==> src/rtl/cond_logic.sv <==
// ----------------------------------------------------------------------------
// cond_logic -- execute-stage conditional-execution unit.
//
// Holds the architectural NZCV flag register and feeds it to the condition
// checker. Uses the checker's CondEx result to gate the decoder's
// write/branch intents, then registers them for the memory stage. After a
// taken branch, a small shadow FSM squashes the next SHADOW_SLOTS pipeline
// advances, which carry wrong-path instructions.
//
// Ports:
//   clk        in   system clock, rising edge
//   reset      in   asynchronous, active-low reset
//   en         in   pipeline advance (0 = stall, all state holds)
//   flush      in   synchronous flush from the hazard unit
//   InstrValid in   execute stage holds a real instruction
//   CondEx     in   condition result for the current instruction
//   ALUFlags   in   {N,Z,C,V} from the ALU
//   FlagW      in   [1] write N,Z ; [0] write C,V
//   PCS        in   instruction writes the PC
//   RegW       in   instruction writes the register file
//   MemW       in   instruction writes memory
//   NoWrite    in   compare-type instruction, suppresses RegW
//   Flags      out  registered {N,Z,C,V}
//   PCSrcM     out  registered taken branch
//   RegWriteM  out  registered register-file write enable
//   MemWriteM  out  registered memory write enable
//   Squash     out  combinational, current execute instruction is killed
// ----------------------------------------------------------------------------
module cond_logic #(
    parameter int SHADOW_SLOTS = 2
) (
    input  logic       clk,
    input  logic       reset,
    input  logic       en,
    input  logic       flush,
    input  logic       InstrValid,
    input  logic       CondEx,
    input  logic [3:0] ALUFlags,
    input  logic [1:0] FlagW,
    input  logic       PCS,
    input  logic       RegW,
    input  logic       MemW,
    input  logic       NoWrite,
    output logic [3:0] Flags,
    output logic       PCSrcM,
    output logic       RegWriteM,
    output logic       MemWriteM,
    output logic       Squash
);

    // A zero-slot configuration still needs a legal one-bit counter.
    localparam int              CNT_W     = (SHADOW_SLOTS > 0) ? $clog2(SHADOW_SLOTS + 1) : 1;
    localparam logic [CNT_W-1:0] CNT_LOAD = CNT_W'(SHADOW_SLOTS);
    localparam logic [CNT_W-1:0] CNT_ONE  = CNT_W'(1);
    localparam bit              SHADOW_EN = (SHADOW_SLOTS > 0);

    typedef enum logic {IDLE = 1'b0, SHADOW = 1'b1} state_t;

    state_t           state, state_next;
    logic [CNT_W-1:0] cnt, cnt_next;
    logic             exec_p0;
    logic             take_p0;
    logic             adv_p0;

    assign exec_p0 = InstrValid & CondEx & ~Squash;
    assign adv_p0  = en & ~flush;
    assign take_p0 = adv_p0 & exec_p0 & PCS & SHADOW_EN;

    // ---- execute -> memory stage boundary ----------------------------------
    always_ff @(posedge clk or negedge reset) begin
        if (!reset) begin
            Flags     <= 4'b0000;
            PCSrcM    <= 1'b0;
            RegWriteM <= 1'b0;
            MemWriteM <= 1'b0;
        end else if (flush) begin
            // Flush clears the outgoing intents but never touches the flags.
            PCSrcM    <= 1'b0;
            RegWriteM <= 1'b0;
            MemWriteM <= 1'b0;
        end else if (en) begin
            if (exec_p0 && FlagW[1]) Flags[3:2] <= ALUFlags[3:2];
            if (exec_p0 && FlagW[0]) Flags[1:0] <= ALUFlags[1:0];
            PCSrcM    <= exec_p0 & PCS;
            RegWriteM <= exec_p0 & RegW & ~NoWrite;
            MemWriteM <= exec_p0 & MemW;
        end
    end

    // Shadow FSM: state register.
    always_ff @(posedge clk or negedge reset) begin
        if (!reset) begin
            state <= IDLE;
            cnt   <= '0;
        end else begin
            state <= state_next;
            cnt   <= cnt_next;
        end
    end

    // Shadow FSM: next state. The counter tracks pipeline advances, not
    // valid instructions, so bubbles inside the shadow still consume slots.
    always_comb begin
        state_next = state;
        cnt_next   = cnt;
        if (flush) begin
            state_next = IDLE;
            cnt_next   = '0;
        end else begin
            unique case (state)
                IDLE: begin
                    if (take_p0) begin
                        state_next = SHADOW;
                        cnt_next   = CNT_LOAD;
                    end
                end
                SHADOW: begin
                    if (en) begin
                        if (cnt == CNT_ONE) begin
                            state_next = IDLE;
                            cnt_next   = '0;
                        end else begin
                            cnt_next = cnt - CNT_ONE;
                        end
                    end
                end
                default: begin
                    state_next = IDLE;
                    cnt_next   = '0;
                end
            endcase
        end
    end

    // Shadow FSM: outputs.
    always_comb begin
        Squash = 1'b0;
        if (state == SHADOW) Squash = 1'b1;
    end

endmodule

==> config.mk <==
export PLATFORM = sky130hd
export DESIGN_NAME = cond_logic
export DESIGN_NICKNAME = d
export VERILOG_FILES = /design/src/rtl/cond_logic.sv
export SDC_FILE = /design/constraint.sdc
export NUM_CORES = 1
export LEC_CHECK = 0
export CORE_MARGIN = 1.5
export CORE_UTILIZATION = 37
export DETAILED_ROUTE_END_ITERATION = 6
export GPL_TIMING_DRIVEN = 0
export HOLD_SLACK_MARGIN = 0.06
export MAX_ROUTING_LAYER = met4
export PLACE_DENSITY = 0.84
export SYNTH_ARGS = -nofsm -noshare
export SYNTH_HDL_FRONTEND = slang
export SYNTH_SLANG_ARGS = --single-unit
==> constraint.sdc <==
create_clock -name clk -period 1.5 [get_ports clk]
set_input_delay 0.15 -clock clk [delete_from_list [all_inputs] [get_ports clk]]
set_output_delay 0.15 -clock clk [all_outputs]
set_load 0.005 [all_outputs]
# --- Word-level counts from Yosys, hierarchy flattened ---
# Index checks and enable logic that the tools add are counted.
word_totals:
  regBits: 10
  output_inout_bits: 8
classes:
  add_sub_neg: 1
  n_eq_ne: 3
  muxes: 17
  bitwise_logic: 13
  reduce_logical: 6
ops:
  columns: ["cell", "n"]
  rows:
  - ["1-bit 2-to-1 mux", 11]
  - ["1-bit AND", 9]
  - ["2-bit 2-to-1 mux", 4]
  - ["3-bit != test (second input constant)", 2]
  - ["3-bit AND reduction", 2]
  - ["1-bit NOT", 4]
  - ["2-bit one-hot mux with 2 select lines", 1]
  - ["2-bit by 1-bit equality test with 1-bit output (second input constant)", 1]
  - ["1-bit logical AND", 2]
  - ["1-bit one-hot mux with 2 select lines", 1]
  - ["2-bit AND reduction", 1]
  - ["2-bit nonzero test", 1]
  - ["2-bit by 1-bit subtractor with 2-bit output (second input constant)", 1]

# --- Longest topological paths before layout ---
# Gate-level depths: netlist (run 1).
logic_depth:
  depth_word: 8
  mapped_depth: 5
  depth_no_buf: 5

# --- Worst setup path after synthesis (run 1) ---
# No wires, ideal clock.
synth_timing:
  kind: "flip-flop to flip-flop"
  startpoint: "reg state"
  endpoint: "reg Flags[0]"
  arrival_time_ns: 1.114
  required_ns: 1.375
  setup_slack_ns: 0.261
  path_stages_with_launch: 4
  path_buffers: 0
  cell_sequence: "dfrtp_1 nand3b_4 nor3_2 mux2_2"
synth_between:
  elab_chain_len: 5
synth_rtl:
  columns: ["element", "line", "rtl"]
  rows:
  - ["start: declaration", "59", "state_t state, state_next;"]
  - ["start signal: assignment", "96", "state <= state_next;"]
  - ["1-bit 2-to-1 mux", "138", "if (state == SHADOW) Squash = 1'b1;"]
  - ["1-bit NOT", "65", "assign exec_p0 = InstrValid & CondEx & ~Squash;"]
  - ["1-bit AND", "65", null]
  - ["1-bit logical AND", "83", "if (exec_p0 && FlagW[0]) Flags[1:0] <= ALUFlags[1:0];"]
  - ["3-bit AND reduction (no source line)", null, null]
  - ["end signal: assignment", "83", null]
  - ["end: declaration", "44", "output logic [3:0] Flags,"]
# No other way between the ends.
# A chain may end at the register's enable or synchronous reset.

# --- Worst setup path after layout (run 1) ---
layout_timing:
  startpoint: "reg state"
  endpoint: "out Squash"
layout_between:
  elab_chain_len: 1
layout_rtl:
  columns: ["element", "line", "rtl"]
  rows:
  - ["1-bit 2-to-1 mux", "138", null]
  - ["end: declaration", "48", "output logic Squash"]
# No other way between the ends.

==> results.sh, run 1 <==
export IMPL_status="complete, no violations"
export IMPL_coreArea_um2=1170
export IMPL_async_flop_share_pct=100
export IMPL_cap_violations=0
export IMPL_skew_ns=0.00979
export IMPL_synth_common_cells="dfrtp_1, nand2_1, mux2_2"
export IMPL_multi_input_area_um2=215
export IMPL_ff_latch_area_um2=250
export IMPL_critPathArrivalTime_ns=1.21
export IMPL_cts_buffers=3
export IMPL_yosysUniqueCellTypes=20
export IMPL_rsz0062_at_grt="no"
export IMPL_power_density_nw_per_um2=885
export IMPL_holdBufCountCts=0
export IMPL_crit_slowest_cell="clkdlybuf4s50_1"
export IMPL_slowest_delay_ns=0.52
export IMPL_setup_tns_ns=0
export IMPL_grt_pass1_vias=413
export IMPL_synth_edf_count=0
export IMPL_gp_congestion=0.735
export IMPL_clock_sinks=10
export IMPL_fp_dieW_um=39.2
export IMPL_finalCritPeriodShare_pct=90.4
export IMPL_dpl_cell_area_um2=723
export IMPL_drt_total_wl_um=1020
export IMPL_required_ns=1.35
export IMPL_cp_cell_sequence="clkdlybuf4s50_1"
export IMPL_htree_levels=1
export IMPL_max_slew_margin_pct=70.6
export IMPL_setup_slack_ns=0.144
export IMPL_grt_max_degree=11
export IMPL_ir_drop_mv=0.730
export IMPL_cp_top_family="buffers and inverters"
export IMPL_pin_count=24
export IMPL_cp_end_kind="output pin"
export IMPL_path_clk_slew_ns=0.06
export IMPL_critical_path_class="reg -> out"
export IMPL_synth_seq_cells=10
export IMPL_setup_viol=0
export IMPL_antenna_found_initial=0
export IMPL_postCtsResizedCells=0
export IMPL_die_height_um=39.2
export IMPL_area_growth_syn_to_layout_pct=53.6
export IMPL_drv_slew=0
export IMPL_cp_depth=1
export IMPL_hold_viol_final=0
export IMPL_drc_errors=0
export IMPL_place_hpwl_um=841
export IMPL_fill_cells=103
export IMPL_hold_depth=2
export IMPL_firstDrtPassIters=3
export IMPL_fmax_mhz=738
export IMPL_vias=406
export IMPL_seq_area_frac_synth_pct=51.5
export IMPL_crit_buf_inv=1
export IMPL_synth_warnings=0
export IMPL_synth_top_cell_area_share_pct=51.5
export IMPL_avgSynthCellArea_um2=11.3
export IMPL_tightest_slew_ns=0.439
export IMPL_cp_max_fo=5
export IMPL_cp_start_kind="flip-flop"
export IMPL_synth_most_common_cell="dfrtp_1"
export IMPL_syn_area_um2=485
export IMPL_clockBufferDepth=2
export IMPL_rows=12
export IMPL_grt_usage_pct=18.6
export IMPL_rr_worst_depth=3
export IMPL_wl_per_cell_um=12.4
export IMPL_dr_first_iter_drc_count=4
export IMPL_cts_root_buffer="clkbuf_4"
export IMPL_synthTopCellsByArea="dfrtp_1, mux2_2, nand2_1, nand3b_4, nor3_2"
export IMPL_ys_flop_type="dfrtp_1"
export IMPL_final_area_um2=746
export IMPL_grt_pass1_wl_um=1730
export IMPL_clock_latency_ns=0.27
export IMPL_cts_tree="built"
export IMPL_antennaDiodeCount=0
export IMPL_initial_core_util_pct=41.5
export IMPL_nNetsFinal=87
export IMPL_hp_class="in -> reg"
export IMPL_postRouteAntennaNets=0
export IMPL_syn_inst=43
export IMPL_gr_total_overflow=0
export IMPL_post_cts_buffers=0
export IMPL_synth_nets=60
export IMPL_place_ws_ns=-0.0202
export IMPL_finalCriticalPeriod_ns=1.36
export IMPL_drive_gt1_share_pct=22.1
export IMPL_die_area_um2=1540
export IMPL_synth_largest_area_cell="dfrtp_1"
export IMPL_p_leak_uw=0.000317
export IMPL_port_buffers=22
export IMPL_reg2reg_slack_ns=0.17
export IMPL_vias_per_cell=4.95
-- final timing paths --
path	start	to
min	flush	state$_DFF_PN0_
min in group asynchronous	reset	RegWriteM$_DFFE_PN0P_
min reg2reg	RegWriteM$_DFFE_PN0P_	RegWriteM$_DFFE_PN0P_
max in group asynchronous	reset	Flags[0]$_DFFE_PN0P_
max reg2reg	state$_DFF_PN0_	Flags[1]$_DFFE_PN0P_
max	state$_DFF_PN0_	Squash
-- per-layer routing --
layer	vias to the layer above	GRT usage, %	routed length [um]
met5	-	-	0
met2	14	29.2	523
met1	188	19.0	405
li1	201	-	-
met4	0	10.3	23
met3	3	8.67	65
-- flip-flops by register name, summed over array words and instances (netlist names) --
signal and cells:
PCSrcM 1, cnt 2, MemWriteM 1, Flags 4
RegWriteM 1, state 1
-- worst reg2reg max path, delay by kind of cell (launching register included) --
kind             cells  cell delay (ns)
DFF                  1             0.42
muxes                1             0.36
and+or+nand+nor      2             0.43
-- where the power goes --
group | switching [uW] | internal [uW]
combinational | 51.6 | 109
clock | 91.0 | 92.7
sequential | 15.4 | 300
-- layout make-up --
cell class,instances,share of cell area [%]
Sequential cell,10,33.6
Buffer,1,0.671
Clock buffer,3,3.02
Timing Repair Buffer,22,29.5
Multi-Input combinational cell,28,28.9
Tap cell,14,2.35
Inverter,4,2.01
-- kinds of logic after synthesis --
logic type	Yosys count	synth area share [%]
muxes	4	9.28
DFF	10	51.5
AOI/OAI and AO/OA	8	11.9
and+or+nand+nor	15	20.6
buffers and inverters	5	4.12
adders and majority gates	1	2.58
-- cell usage in the layout (no fill, tap or decap), drive strengths merged, types with 2 or more instances in the layout --
master / synthesis / final
clkdlybuf4s50: 0 / 22
dfrtp: 10 / 10
nand2: 6 / 6
mux2: 4 / 4
inv: 4 / 4
clkbuf: 0 / 3
a21oi: 3 / 3
nor3: 3 / 3
nor2: 2 / 2
o21ai: 2 / 2
or3: 2 / 2
-- metrics by stage --
stage	hold WS, ns	cells	power, uW	utilization, %
after floorplan	-0.146	43	370	-
after global placement	0.433	79	477	61.8
after detailed placement	0.439	79	483	61.8
after CTS	0.143	82	670	63.7
after global routing	0.160	82	693	63.7
final	0.150	82	660	63.7
(Power assumes the default switching activity.)
==> inputs of run 2 (changes only) <==
Settings changed: PLACE_DENSITY 0.84 to 0.75.
==> run 2 against run 1 <==
Maximum frequency is 1.6% higher. Cell count stayed put. Worst setup slack better by 0.021 ns. Count of clock-buffer cells in the layout stayed put. Core utilization stayed put. First-iteration DRC count is 25% higher. Via count stayed put. Sequential power hardly changed. Critical path depth stayed put. Routed wire length is 7.4% lower. Flip-flop and latch count stayed put. Largest power group unchanged. Global-route usage is 2.6 points lower.
==> results.sh, run 2 (same netlist as run 1, synthesis figures left out) <==
export IMPL_post_cts_buffers=0
export IMPL_drv_slew=0
export IMPL_pin_count=24
export IMPL_rows=12
export IMPL_vias=406
export IMPL_pwr_share_seq_pct=48.3
export IMPL_nNetsFinal=87
export IMPL_finalCriticalPeriod_ns=1.33
export IMPL_clock_sinks=10
export IMPL_cp_start_kind="flip-flop"
export IMPL_power_switching_uw=151
export IMPL_drt_total_wl_um=943
export IMPL_grt_max_degree=11
export IMPL_fp_dieW_um=39.2
export IMPL_die_area_um2=1540
export IMPL_cap_violations=0
export IMPL_slowest_delay_ns=0.52
export IMPL_initial_core_util_pct=41.5
export IMPL_cp_end_kind="output pin"
export IMPL_skew_ns=0.00174
export IMPL_grt_usage_pct=16.0
export IMPL_setup_slack_ns=0.166
export IMPL_coreArea_um2=1170
export IMPL_postCtsResizedCells=0
export IMPL_htree_levels=1
export IMPL_firstDrtPassIters=4
export IMPL_cp_max_fo=5
export IMPL_vias_per_cell=4.95
export IMPL_crit_slowest_cell="clkdlybuf4s50_1"
export IMPL_regMostFlops="Flags"
export IMPL_cts_buffers=3
export IMPL_drive_gt1_share_pct=22.1
export IMPL_critPathArrivalTime_ns=1.18
export IMPL_p_int_uw=502
export IMPL_path_clk_slew_ns=0.06
export IMPL_comb_power_share_pct=24.6
export IMPL_max_slew_margin_pct=69.2
export IMPL_status="complete, no violations"
export IMPL_gp_congestion=0.719
export IMPL_antennaDiodeCount=0
export IMPL_rsz0062_at_grt="no"
export IMPL_port_buffers=22
export IMPL_cts_tree="built"
export IMPL_ir_drop_mv=0.531
export IMPL_die_height_um=39.2
export IMPL_grt_pass1_vias=403
export IMPL_finalCritPeriodShare_pct=88.9
export IMPL_postRouteAntennaNets=0
export IMPL_antenna_found_initial=0
export IMPL_sw_frac_of_total_pct=23.1
export IMPL_grt_pass1_wl_um=1540
export IMPL_largest_reg_flops=4
export IMPL_required_ns=1.35
export IMPL_top_regs="Flags x4, cnt x2"
export IMPL_setup_viol=0
export IMPL_fmax_mhz=750
export IMPL_place_hpwl_um=760
export IMPL_dr_first_iter_drc_count=5
export IMPL_clkPwrFrac_pct=27.1
export IMPL_hold_slack_ns=0.156
export IMPL_hp_class="in -> reg"
export IMPL_clock_latency_ns=0.26
export IMPL_area_growth_syn_to_layout_pct=53.6
export IMPL_totalPowerFinal_uw=652
export IMPL_power_density_nw_per_um2=875
export IMPL_hold_viol_final=0
export IMPL_tightest_slew_ns=0.461
export IMPL_final_common_cell="clkdlybuf4s50_1"
export IMPL_fin_util_pct=63.7
export IMPL_wl_per_cell_um=11.5
export IMPL_critical_path_class="reg -> out"
export IMPL_clockBufferDepth=2
export IMPL_drc_errors=0
export IMPL_place_ws_ns=-0.00840
export IMPL_cp_top_family="buffers and inverters"
export IMPL_holdBufCountCts=0
export IMPL_p_leak_uw=0.000317
export IMPL_final_cell_mix="clkdlybuf4s50_1, dfrtp_1, nand2_1"
export IMPL_gr_total_overflow=0
export IMPL_crit_buf_inv=1
export IMPL_cts_root_buffer="clkbuf_4"
export IMPL_cp_cell_sequence="clkdlybuf4s50_1"
==> run 2: cell counts in the layout (fill, tap and decap cells not counted) <==
No cell type changed its count.
==> run 2: worst paths after layout <==
| check | from | endpoint | slack (ns) | cells after the start |
|---|---|---|---|---|
| worst max-delay path | state$_DFF_PN0_ | Squash | 0.17 | 1 |
| worst min-delay path | flush | state$_DFF_PN0_ | 0.16 | 2 |
| worst max register to register | state$_DFF_PN0_ | Flags[1]$_DFFE_PN0P_ | 0.19 | 3 |
| worst min register to register | RegWriteM$_DFFE_PN0P_ | RegWriteM$_DFFE_PN0P_ | 0.49 | 1 |
| max in group asynchronous | reset | state$_DFF_PN0_ | 0.97 | 1 |
| min in group asynchronous | reset | Flags[2]$_DFFE_PN0P_ | 0.21 | 1 |
==> run 2: power by group through the flow <==
stage	Sequential, uW	Clock [uW]	Combinational, uW
6_report	315	177	160
5_1_grt	319	196	172
4_1_cts	316	184	163
3_5_place_dp	321	0	161
3_3_place_gp	320	0	161
2_1_floorplan	322	0	48.3
==> run 2: per-layer routing <==
layer	GRT usage (%)	share of wire, %	vias to the layer above
met5	-	0	-
li1	-	-	201
met4	10.3	0	0
met1	19.7	48	187
met3	3.47	7.8	0
met2	23.3	45	18
==> run 2: final cells by class <==
class / count / area [um2]
clock buffer: 3 / 22.5
tap: 14 / 17.5
fill: 97 / 425
sequential: 10 / 250
inverter: 4 / 15.0
timing repair buffer: 22 / 220
buffer: 1 / 5.00
multi-input combinational: 28 / 215
==> run 2: worst reg2reg max path: cells and delay by family (launching register included) <==
family,cells,cell delay [ns]
multiplexers,1,0.35
flip-flops,1,0.42
AND/OR/NAND/NOR,2,0.42
==> run 2: stage by stage <==
stage	TNS [ns]	instances	cell area, um2
3_3_place_gp	0	79	723
2_1_floorplan	0	43	485
4_1_cts	0	82	746
6_report	0	82	746
3_5_place_dp	-0.0316	79	723
5_1_grt	0	82	746
==> inputs of run 3 (changes only) <==
Settings changed: CORE_AREA set to 2 2 39 41, CORE_MARGIN 1.5 to not set, CORE_UTILIZATION 37 to not set, DIE_AREA set to 0 0 41 43, PLACE_DENSITY 0.75 to 0.74, SETUP_SLACK_MARGIN set to 0.1.
Clock period 1.5 ns to 1.65 ns, I/O delays scaled along.
==> run 3 against run 2 <==
Global-route usage down 0.83 points. Cell count is 2.4% higher. Clock skew fell by 0.00077 ns. Sequential share of layout area decreased by 0.11 points. Core utilization is 9.6 points lower. Via count grew 3.4%. Design area up 0.34%. Worst setup slack improved by 0.14 ns. Non-clock buffer count is the same. Sequential power decreased by 9.2%. Flip-flop and latch count is the same. Critical path depth is the same. Critical path type unchanged. Highest routed layer is now met4.
==> results.sh, run 3 (same netlist as run 1, synthesis figures left out) <==
export IMPL_drv_slew=0
export IMPL_grt_pass1_wl_um=1730
export IMPL_cts_tree="built"
export IMPL_cp_end_kind="output pin"
export IMPL_coreArea_um2=1380
export IMPL_ir_drop_mv=0.385
export IMPL_pwr_share_seq_pct=48.2
export IMPL_finalCriticalPeriod_ns=1.34
export IMPL_nNetsFinal=87
export IMPL_drive_gt1_share_pct=22.1
export IMPL_cp_cell_sequence="clkdlybuf4s50_1"
export IMPL_drc_errors=0
export IMPL_area_growth_syn_to_layout_pct=54.1
export IMPL_grt_max_degree=11
export IMPL_sw_frac_of_total_pct=23.1
export IMPL_holdBufCountCts=0
export IMPL_dr_first_iter_drc_count=5
export IMPL_hp_class="in -> reg"
export IMPL_firstDrtPassIters=3
export IMPL_cp_top_family="buffers and inverters"
export IMPL_clock_latency_ns=0.25
export IMPL_regMostFlops="Flags"
export IMPL_drt_total_wl_um=1030
export IMPL_place_hpwl_um=808
export IMPL_clkPwrFrac_pct=27.2
export IMPL_finalCritPeriodShare_pct=81.2
export IMPL_rsz0062_at_grt="no"
export IMPL_path_clk_slew_ns=0.06
export IMPL_p_leak_uw=0.000317
export IMPL_grt_pass1_vias=437
export IMPL_fp_dieW_um=41
export IMPL_antenna_found_initial=0
export IMPL_clock_sinks=10
export IMPL_dp_cells=81
export IMPL_antennaDiodeCount=0
export IMPL_cts_root_buffer="clkbuf_4"
export IMPL_comb_power_share_pct=24.7
export IMPL_grt_usage_pct=15.1
export IMPL_clockBufferDepth=2
export IMPL_cp_start_kind="flip-flop"
export IMPL_fmax_mhz=746
export IMPL_power_switching_uw=137
export IMPL_crit_slowest_cell="clkdlybuf4s50_1"
export IMPL_critPathArrivalTime_ns=1.17
export IMPL_dpl_cell_area_um2=726
export IMPL_final_cell_mix="clkdlybuf4s50_1, dfrtp_1, nand2_1"
export IMPL_critical_path_class="reg -> out"
export IMPL_instances_no_fill=84
export IMPL_required_ns=1.48
export IMPL_largest_reg_flops=4
export IMPL_skew_ns=0.000976
export IMPL_slowest_delay_ns=0.52
export IMPL_postCtsResizedCells=0
export IMPL_post_cts_buffers=0
export IMPL_status="complete, no violations"
export IMPL_rows=14
export IMPL_gr_total_overflow=0
export IMPL_die_area_um2=1760
export IMPL_gp_congestion=0.725
export IMPL_setup_viol=0
export IMPL_postRouteAntennaNets=0
export IMPL_setup_tns_ns=0
export IMPL_final_area_um2=748
export IMPL_htree_levels=1
export IMPL_vias=420
export IMPL_crit_buf_inv=1
export IMPL_initial_core_util_pct=35.1
export IMPL_pin_count=24
export IMPL_max_slew_margin_pct=69.7
export IMPL_port_buffers=22
export IMPL_final_common_cell="clkdlybuf4s50_1"
export IMPL_power_density_nw_per_um2=793
export IMPL_cts_buffers=3
export IMPL_hold_viol_final=0
export IMPL_cap_violations=0
export IMPL_die_height_um=43
export IMPL_cp_max_fo=5
export IMPL_wl_per_cell_um=12.3
export IMPL_top_regs="Flags x4, cnt x2"
export IMPL_vias_per_cell=5.00
export IMPL_tightest_slew_ns=0.454
export IMPL_p_int_uw=456
-- run 3: routing by layer --
metal,global-route usage (%),vias up,routed length [um]
met5,-,-,0
met4,8.00,0,4
met3,4.71,2,76
met2,23.1,14,507
met1,16.8,204,444
li1,-,200,-
-- run 3: worst reg2reg max path, stage by stage, from the launching register on --
cell      delay, ns
dfrtp_1        0.41
nand3b_4       0.19
nor3_2         0.25
mux2_2         0.36
-- run 3: final cells by class --
cell class	instances	area [um2]
buffer	1	5.00
inverter	4	15.0
fill	146	636
sequential	10	250
timing repair buffer	22	220
clock buffer	3	22.5
multi-input combinational	28	215
tap	16	20.0
-- run 3: path summary, 6_finish.rpt --
kind / end / depth (start not counted) / startpoint / slack (ns)
min in group asynchronous: PCSrcM$_DFFE_PN0P_ / 1 / reset / 0.22
worst max-delay path: Squash / 1 / state$_DFF_PN0_ / 0.31
worst min register to register: RegWriteM$_DFFE_PN0P_ / 1 / RegWriteM$_DFFE_PN0P_ / 0.49
max in group asynchronous: MemWriteM$_DFFE_PN0P_ / 1 / reset / 1.12
worst min-delay path: PCSrcM$_DFFE_PN0P_ / 2 / flush / 0.17
worst max register to register: Flags[0]$_DFFE_PN0P_ / 3 / state$_DFF_PN0_ / 0.32
-- run 3: metrics by stage --
step / hold slack, ns / power (uW) / worst slack [ns] / util (%)
floorplan: -0.131 / 337 / 0.411 / -
global placement: 0.441 / 435 / 0.114 / 52.4
detailed placement: 0.444 / 438 / 0.111 / 52.4
CTS: 0.166 / 602 / 0.300 / 54.1
global route: 0.174 / 632 / 0.256 / 54.1
finish: 0.171 / 593 / 0.310 / 54.1
-- run 3: power groups by stage --
stage	Sequential [uW]	Combinational [uW]	Clock, uW
global route	290	160	182
CTS	287	149	167
finish	286	146	161
global placement	290	145	0
floorplan	293	43.9	0
detailed placement	291	148	0
